`src/rtl/dcache_mem_ctrl.sv`:
```
// Data-cache miss controller.
// Buffers writebacks, write-miss stores and read-miss loads in a request FIFO,
// issues the FIFO head to memory, tracks outstanding loads in MSHRs and turns
// tagged memory responses into dcache fills and LSQ load completions.
//
// Ports:
//   clock, reset            single clock, synchronous active-high reset
//   except                  squash every pending and outstanding load
//   wb_*_in                 dirty-line writeback (always DOUBLE)
//   wr_*_in                 write-miss store
//   rd_*_in                 read-miss load with its LSQ grant
//   ready                   at least three free FIFO entries
//   mem2proc_*              memory response/tag/data
//   Dmem_*                  request presented to memory
//   mem_feedback, mem_data  completed-load grant and extracted load data
//   mem_wr_*                dcache line fill
module dcache_mem_ctrl #(
    parameter int unsigned LSQSZ     = 8,
    parameter int unsigned REQ_DEPTH = 8,
    parameter int unsigned MSHR_NUM  = 4,
    parameter int unsigned ADDR_W    = 16
) (
    input  logic              clock,
    input  logic              reset,
    input  logic              except,
    input  logic              wb_en_in,
    input  logic [ADDR_W-1:0] wb_addr_in,
    input  logic [63:0]       wb_data_in,
    input  logic              wr_en_in,
    input  logic [ADDR_W-1:0] wr_addr_in,
    input  logic [63:0]       wr_data_in,
    input  logic [1:0]        wr_size_in,
    input  logic              rd_en_in,
    input  logic [ADDR_W-1:0] rd_addr_in,
    input  logic [1:0]        rd_size_in,
    input  logic [LSQSZ-1:0]  rd_gnt_in,
    output logic              ready,
    input  logic [3:0]        mem2proc_response,
    input  logic [63:0]       mem2proc_data,
    input  logic [3:0]        mem2proc_tag,
    output logic [1:0]        Dmem_command,
    output logic [ADDR_W-1:0] Dmem_addr,
    output logic [1:0]        Dmem_size,
    output logic [63:0]       Dmem_data,
    output logic [LSQSZ-1:0]  mem_feedback,
    output logic [31:0]       mem_data,
    output logic              mem_wr_en,
    output logic [4:0]        mem_wr_idx,
    output logic [ADDR_W-9:0] mem_wr_tag,
    output logic [63:0]       mem_wr_data
);

    localparam logic [1:0] BusNone  = 2'd0;
    localparam logic [1:0] BusLoad  = 2'd1;
    localparam logic [1:0] BusStore = 2'd2;

    localparam logic [1:0] SizeByte   = 2'd0;
    localparam logic [1:0] SizeHalf   = 2'd1;
    localparam logic [1:0] SizeDouble = 2'd3;

    localparam int unsigned PtrW  = $clog2(REQ_DEPTH);
    localparam int unsigned CntW  = PtrW + 1;
    localparam int unsigned BlkW  = ADDR_W - 3;
    localparam int unsigned MIdxW = (MSHR_NUM > 1) ? $clog2(MSHR_NUM) : 1;

    typedef struct packed {
        logic              is_load;
        logic              squash;
        logic [ADDR_W-1:0] addr;
        logic [1:0]        size;
        logic [63:0]       data;
        logic [LSQSZ-1:0]  gnt;
    } req_t;

    typedef struct packed {
        logic             valid;
        logic             squash;
        logic [3:0]       tag;
        logic [BlkW-1:0]  blk;
        logic [2:0]       off;
        logic [1:0]       size;
        logic [LSQSZ-1:0] gnt;
    } mshr_t;

    req_t  fifo_q [REQ_DEPTH];
    mshr_t mshr_q [MSHR_NUM];

    logic [PtrW-1:0] head_q, tail_q;
    logic [CntW-1:0] count_q, count_d;

    req_t             head;
    logic             fifo_empty;
    logic             ready_int;
    logic             do_wb, do_wr, do_rd;
    logic [1:0]       n_before_rd, n_enq;
    logic [PtrW-1:0]  wr_slot, rd_slot;
    logic             alloc_found;
    logic [MIdxW-1:0] alloc_idx;
    logic             blk_conflict;
    logic             head_squashed, head_blocked;
    logic             issue, accept, pop;
    logic             comp_hit;
    logic [MIdxW-1:0] comp_idx;
    mshr_t            comp_e;
    logic [63:0]      comp_shift;
    logic             unused_shift_hi;

    assign head       = fifo_q[head_q];
    assign fifo_empty = (count_q == '0);
    assign ready_int  = (CntW'(REQ_DEPTH) - count_q) >= CntW'(3);
    assign ready      = reset | ready_int;

    // Enqueue is all-or-nothing per cycle: with <3 free entries every enable is dropped.
    assign do_wb       = ready_int & wb_en_in;
    assign do_wr       = ready_int & wr_en_in;
    assign do_rd       = ready_int & rd_en_in;
    assign n_before_rd = {1'b0, do_wb} + {1'b0, do_wr};
    assign n_enq       = n_before_rd + {1'b0, do_rd};
    assign wr_slot     = tail_q + PtrW'(do_wb);
    assign rd_slot     = tail_q + PtrW'(n_before_rd);

    always_comb begin
        alloc_found  = 1'b0;
        alloc_idx    = '0;
        comp_hit     = 1'b0;
        comp_idx     = '0;
        blk_conflict = 1'b0;
        // Walk downward so the lowest matching index wins.
        for (int i = MSHR_NUM - 1; i >= 0; i--) begin
            if (!mshr_q[i].valid) begin
                alloc_found = 1'b1;
                alloc_idx   = MIdxW'(i);
            end
            if (mshr_q[i].valid && (mem2proc_tag != 4'd0) && (mshr_q[i].tag == mem2proc_tag)) begin
                comp_hit = 1'b1;
                comp_idx = MIdxW'(i);
            end
            if (mshr_q[i].valid && (mshr_q[i].blk == head.addr[ADDR_W-1:3])) begin
                blk_conflict = 1'b1;
            end
        end
    end

    // A store may not overtake an outstanding load to the same block; a MSHR
    // completing this cycle still counts until it is freed at the edge.
    assign head_squashed = !fifo_empty && head.is_load && head.squash;
    assign head_blocked  = head.is_load ? !alloc_found : blk_conflict;
    assign issue         = !reset && !fifo_empty && !head_squashed && !head_blocked;
    assign accept        = issue && (mem2proc_response != 4'd0);
    assign pop           = accept || (!reset && head_squashed);
    assign count_d       = count_q + CntW'(n_enq) - CntW'(pop);

    always_comb begin
        Dmem_command = BusNone;
        Dmem_addr    = '0;
        Dmem_size    = '0;
        Dmem_data    = '0;
        if (issue) begin
            if (head.is_load) begin
                Dmem_command = BusLoad;
                Dmem_addr    = {head.addr[ADDR_W-1:3], 3'b000};
                Dmem_size    = SizeDouble;
            end else begin
                Dmem_command = BusStore;
                Dmem_addr    = head.addr;
                Dmem_size    = head.size;
                Dmem_data    = head.data;
            end
        end
    end

    assign comp_e          = mshr_q[comp_idx];
    assign comp_shift      = mem2proc_data >> {comp_e.off, 3'b000};
    assign unused_shift_hi = ^comp_shift[63:32];

    always_comb begin
        mem_wr_en    = 1'b0;
        mem_wr_idx   = '0;
        mem_wr_tag   = '0;
        mem_wr_data  = '0;
        mem_feedback = '0;
        mem_data     = '0;
        if (comp_hit && !reset) begin
            mem_wr_en   = 1'b1;
            mem_wr_idx  = comp_e.blk[4:0];
            mem_wr_tag  = comp_e.blk[BlkW-1:5];
            mem_wr_data = mem2proc_data;
            // Squashed loads still fill the cache but report nothing to the LSQ.
            if (!comp_e.squash) begin
                mem_feedback = comp_e.gnt;
                unique case (comp_e.size)
                    SizeByte: mem_data = {24'b0, comp_shift[7:0]};
                    SizeHalf: mem_data = {16'b0, comp_shift[15:0]};
                    default:  mem_data = comp_shift[31:0];
                endcase
            end
        end
    end

    always_ff @(posedge clock) begin
        if (reset) begin
            head_q  <= '0;
            tail_q  <= '0;
            count_q <= '0;
            for (int i = 0; i < MSHR_NUM; i++) begin
                mshr_q[i] <= '0;
            end
        end else begin
            if (except) begin
                for (int i = 0; i < REQ_DEPTH; i++) begin
                    if (fifo_q[i].is_load) fifo_q[i].squash <= 1'b1;
                end
                for (int i = 0; i < MSHR_NUM; i++) begin
                    if (mshr_q[i].valid) mshr_q[i].squash <= 1'b1;
                end
            end

            if (do_wb) begin
                fifo_q[tail_q] <= '{is_load: 1'b0, squash: 1'b0, addr: wb_addr_in,
                                    size: SizeDouble, data: wb_data_in, gnt: '0};
            end
            if (do_wr) begin
                fifo_q[wr_slot] <= '{is_load: 1'b0, squash: 1'b0, addr: wr_addr_in,
                                     size: wr_size_in, data: wr_data_in, gnt: '0};
            end
            if (do_rd) begin
                fifo_q[rd_slot] <= '{is_load: 1'b1, squash: except, addr: rd_addr_in,
                                     size: rd_size_in, data: '0, gnt: rd_gnt_in};
            end

            if (comp_hit) begin
                mshr_q[comp_idx].valid <= 1'b0;
            end
            if (accept && head.is_load) begin
                mshr_q[alloc_idx] <= '{valid: 1'b1, squash: except, tag: mem2proc_response,
                                       blk: head.addr[ADDR_W-1:3], off: head.addr[2:0],
                                       size: head.size, gnt: head.gnt};
            end

            if (pop) head_q <= head_q + PtrW'(1);
            tail_q  <= tail_q + PtrW'(n_enq);
            count_q <= count_d;
        end
    end

endmodule

```
`config.mk`:
```
export PLATFORM = sky130hd
export DESIGN_NAME = dcache_mem_ctrl
export DESIGN_NICKNAME = d
export VERILOG_FILES = /design/src/rtl/dcache_mem_ctrl.sv
export SDC_FILE = /design/constraint.sdc
export NUM_CORES = 2
export LEC_CHECK = 0
export ABC_CLOCK_PERIOD_IN_PS = 5540
export CAP_MARGIN = 20
export CORE_AREA = 2 2 373 375
export CTS_BUF_LIST = sky130_fd_sc_hd__clkbuf_16
export CTS_CLUSTER_DIAMETER = 120
export DETAILED_ROUTE_END_ITERATION = 12
export DIE_AREA = 0 0 375 377
export MAX_ROUTING_LAYER = met4
export SYNTH_ARGS = -nofsm -noshare
export SYNTH_HDL_FRONTEND = slang
export SYNTH_SLANG_ARGS = --single-unit
```
`constraint.sdc`:
```
create_clock -name clock -period 5.54 [get_ports clock]
set_input_delay 1.385 -clock clock [delete_from_list [all_inputs] [get_ports clock]]
set_output_delay 1.385 -clock clock [all_outputs]
set_load 0.05 [all_outputs]
```
# --- Word level (Yosys, flattened, before mapping) ---
# Memory sizes are Yosys's and may differ from the RTL's. A register that Yosys moved wholly into a read port is not among the register bits.
# Cells that the tools add are included.
word_totals:
  ff_bits: 10
  ramBits: 864
  inputBits: 266
  out_inout_bits: 203
  wordCells: 173
  mem_count: 2
classes:
  n_addsub: 9
  order_cmp: 1
  eq_ne: 9
  shifts: 1
  muxes: 109
  n_bitwise: 8
  n_reduce_logical: 31
mem_list:
  columns: ["memory", "depth", "width", "rd", "rd_clocked_by_memory_dff", "write_ports", "line", "rtl"]
  rows:
  - ["fifo_q", 8, 92, 9, 1, 11, "85", "req_t fifo_q [REQ_DEPTH];"]
  - ["mshr_q", 4, 32, 5, 0, 6, "86", "mshr_t mshr_q [MSHR_NUM];"]
ops:
  columns: ["cell", "n"]
  rows:
  - ["64-bit two-way mux", 3]
  - ["1-bit two-way mux", 83]
  - ["32-bit two-way mux", 2]
  - ["32-bit case mux with 2 select lines", 1]
  - ["64-bit by 6-bit >> shifter with 32-bit output", 1]
  - ["13-bit == test", 4]
  - ["2-bit two-way mux", 12]
  - ["8-bit two-way mux", 3]
  - ["1-bit logical AND", 21]
  - ["4-bit == test", 4]
  - ["16-bit two-way mux", 1]
  - ["3-bit two-way mux", 3]
  - ["4-bit nonzero test", 2]
  - ["3-bit by 2-bit adder with 3-bit output", 2]
  - ["1-bit logical NOT", 5]
  - ["5-bit two-way mux", 1]
  - ["1-bit bitwise OR", 5]
  - ["4-bit by 2-bit adder with 4-bit output", 1]
  - ["4-bit by 2-bit greater-or-equal comparator with 1-bit output (second input constant)", 1]
  - ["4-bit logical NOT", 1]
  - ["4-bit by 1-bit subtractor with 4-bit output", 1]
  - ["4-bit subtractor (first input constant)", 1]
  - ["3-bit by 1-bit adder with 3-bit output", 1]
  - ["3-bit by 1-bit adder with 3-bit output (second input constant)", 1]
  - ["6 further kinds", 8]

# --- Longest topological paths before layout ---
# An unclocked memory read counts as a cell.
depth:
  depth_word: 15
  depth_mapped: 20
  mapped_depth_nobuf: 15

# --- Worst setup path after synthesis ---
# OpenSTA, ideal clock, no wires.
synth_path:
  path_type: "input to output"
  startpoint: "input port mem2proc_tag[1]"
  endpoint: "output port mem_data[14]"
  arrival_ns: 5.003
  setup_slack_ns: -0.848
  path_stages: 13
  n_path_buf: 4
  path_cell_list: "clkbuf_1 > xnor2_1 > nand4_1 > or2_2 > clkbuf_1 > a31oi_1 > o221a_2 > buf_2 > buf_1 > mux2i_1 > nand2_1 > a21oi_1 > a211oi_1"
synth_between:
  elab_chain_len: 12
synth_rtl:
  columns: ["item", "line", "rtl"]
  rows:
  - ["from (decl)", "40", "input logic [3:0] mem2proc_tag,"]
  - ["4-bit nonzero test", "134", "if (mshr_q[i].valid && (mem2proc_tag != 4'd0) && (mshr_q[i].tag == mem2proc_tag)) begin"]
  - ["1-bit logical AND (2 in a row)", "134", null]
  - ["2-bit two-way mux (4 in a row)", "134", null]
  - ["memory read 4 x 32 bit", null, null]
  - ["64-bit by 6-bit >> shifter with 32-bit output (tied with other cells)", "173", "assign comp_shift = mem2proc_data >> {comp_e.off, 3'b000};"]
  - ["32-bit case mux with 2 select lines", "191", "unique case (comp_e.size)"]
  - ["32-bit two-way mux", "189", "if (!comp_e.squash) begin"]
  - ["32-bit two-way mux (*)", "183", "if (comp_hit && !reset) begin"]
  - ["to (decl)", "46", "output logic [31:0] mem_data,"]
# Mark *: on every way between the ends. The rest lies on a longest branch, timed or not.

==> out/results.tsv <==
stage	metric	value	unit
grt	gr-total-overflow	0	
sta	max_freq	178	MHz
detailed_routing	drc	0	
synth	syn-instance-count	4815	
cells_and_area	nets	5337	
critical_path	cp.required	4160	ps
synth	synth.distinct_cells	74	
cells_and_area	layout_commonest_cell	nor2_1	
sta	hold_viol_final	0	
cts	clockRootBuffer	clkbuf_16	
cts	htreeDepth	3	
sta	rsz0062_at_grt	yes	
grt	grt_first_pass_wirelength	265	mm
synth	synth_area	47800	um^2
sta	skew	50.8	ps
floorplan	fp.dieArea	141000	um^2
sta	slew_viol_final	0	
pwr	leakagePower	23.2	nW
status	outcome	complete, but fails checks	
cts	clk_latency	730	ps
synth	synth_nets	5097	
cts	numCtsBuffers	98	
hold_path	hp-start	fifo_q[6][90]$_DFF_P_	
synth	async_flop_share	0	%
sta	min_period	5630	ps
cts	path_clk_slew	60	ps
floorplan	core	137000	um^2
placed_design	gp_congestion	0.958	
sta	finalCritPeriodShare	102	%
detailed_routing	drt_wl_total	182	mm
floorplan	ioPinCount	469	
pwr	power_density	502	nW/um^2
cts	cts_buffer_depth	3	
critical_path	critPathLaunchType	flip-flop	
cells_and_area	drive_gt1_share	20.9	%
pwr	peakVddDrop	0.342	mV
synth	synthFlopType	dfxtp_1	
sta	setup_violations	65	
synth	syn_avg_cell_area	9.93	um^2
status	violations	setup timing	
critical_path	arrival	4250	ps
job	maxCapViolations	0	
sta	slew-limit-headroom	24.6	%
cells_and_area	fin_area	60400	um^2
cells_and_area	most-common-layout-cells	nor2_1, mux2i_1, dfxtp_1	
grt	track_usage	25.6	%
detailed_routing	firstDrtPassIters	8	
synth	yosysSeqAreaShare	43.6	%
critical_path	path_class	flip-flop to output port	
placed_design	io_buffers	468	
synth	synth-edff-count	329	
detailed_routing	drt-initial-drc-count	3716	
cts	ctsHoldBuffers	0	
detailed_routing	ant_nets	0	
sta	worst_slack	-92.6	ps
cells_and_area	num-fill-cells	12700	
synth	yosysWarningCount	0	
synth	ys_seq_elements	877	
hold_path	holdCritPathClass	flip-flop to flip-flop	
placed_design	dpl.hpwl	109	mm
cts	cts_tree	yes	
detailed_routing	vias	40100	
sta	worstMarginPinSlew	1130	ps
grt	grt_pass1_vias	38900	
grt	grt_max_degree	110	
floorplan	fp.dieW	375	um
detailed_routing	route.detailed.wl_per_inst	26.1	um
cts	clock-sinks	877	
detailed_routing	vias_per_cell	5.75	
critical_path	cp_max_fo	10	
floorplan	die_height	377	um
critical_path	worstSetupEndpointType	output port	
floorplan	initial_utilization	34.9	%
floorplan	placementRows	136	
grt	antenna_found_initial	54	
cells_and_area	synthToLayoutAreaGrowth	26.3	%
placed_design	placed_area	55200	um^2
pwr	total_power	0.0303	W
final timing paths:
path,endpoint,slack [ps],cells past startpoint
worst max register to register,count_q[2]$_SDFF_PP0_,820,17
worst max-delay path,Dmem_data[39],-90,13
worst min-delay path,fifo_q[6][90]$_DFF_P_,470,2
worst min register to register,fifo_q[6][90]$_DFF_P_,470,2
synth_stat cells, drive strengths merged, types with 40 or more instances:
| master | count | area (um^2) |
|---|---|---|
| buf | 124 | 579 |
| edfxtp | 329 | 9880 |
| o22ai | 40 | 250 |
| inv | 43 | 161 |
| a22oi | 140 | 1050 |
| a211oi | 519 | 3900 |
| clkbuf | 473 | 1850 |
| mux2i | 645 | 6470 |
| mux4 | 163 | 3670 |
| nand2 | 248 | 933 |
| a21oi | 67 | 335 |
| dfxtp | 548 | 11000 |
| o21ai | 174 | 871 |
| and2 | 135 | 845 |
| nor2 | 778 | 3000 |
timing repair:
item                       in CTS  in global routing
setup buffers                  25                 18
cloned                          6                  7
resized for setup             189                137
pin swaps                      20                 35
setup endpoints to repair     126                115
report_power, final:
| part | leakage, nW | internal, W | switching [W] |
|---|---|---|---|
| Combinational | 13.6 | 0.00615 | 0.00768 |
| Clock | 1.57 | 0.00345 | 0.00286 |
| Sequential | 8.06 | 0.00911 | 0.00108 |
layout make-up:
cell class	count	area (um^2)	share of cell area, %
clock buffer	99	2480	4.10
sequential	877	20900	34.5
tap	1794	2240	3.72
antenna	54	135	0.224
multi-input combinational	3299	25900	42.9
clock inverter	77	587	0.972
timing repair buffer	736	8020	13.3
inverter	43	161	0.267
sequential cells by signal (all words and copies together) (netlist names), named ones only:
name	flops
tail_q	3
mshr_q	128
head_q	3
fifo_q	736
count_q	4
cells by family after synthesis:
family                     after synthesis  share of synthesized area (%)
DFF                                    877                           43.6
xor gates and xnor gates                49                          0.897
AOI/OAI and AO/OA                     1032                           15.0
and+or+nand+nor                       1357                           12.5
adders and majority gates               16                          0.481
buffers and inverters                  640                           5.41
muxes                                  844                           22.1
worst max-delay path, cell delays in order (launching register included):
cell and delay [ps]:
dfxtp_4 450, buf_4 260, mux2i_2 400, a22o_2 270
o21ai_0 150, nand4_1 150, nor2_1 60, and4_1 180
or4_4 560, or2_4 350, buf_12 180, clkbuf_16 180
nor2_1 150, buf_6 180
metrics by stage:
| stage | TNS (ps) | setup WS [ps] | instances | hold WS (ps) | util, % |
|---|---|---|---|---|---|
| 2_1_floorplan | -318 | -61.0 | 4815 | 449 | - |
| 3_3_place_gp | -12320 | -456 | 6696 | 460 | 40.3 |
| 3_5_place_dp | -12450 | -483 | 6697 | 464 | 40.3 |
| 4_1_cts | -3870 | -94.8 | 6902 | 473 | 43.4 |
| 5_1_grt | -11510 | -203 | 6972 | 497 | 44.1 |
| 6_report | -2920 | -92.6 | 6979 | 474 | 44.1 |
layer usage:
metal  vias to the layer above  wire length (um)  GRT usage (%)
met1                     19600             74900           32.6
li1                      18200                 -              -
met4                         0              4960           7.35
met5                         -                 0              -
met2                      1941             83600           39.5
met3                       354             19000           7.33
Power figures use the tool's default switching activity.
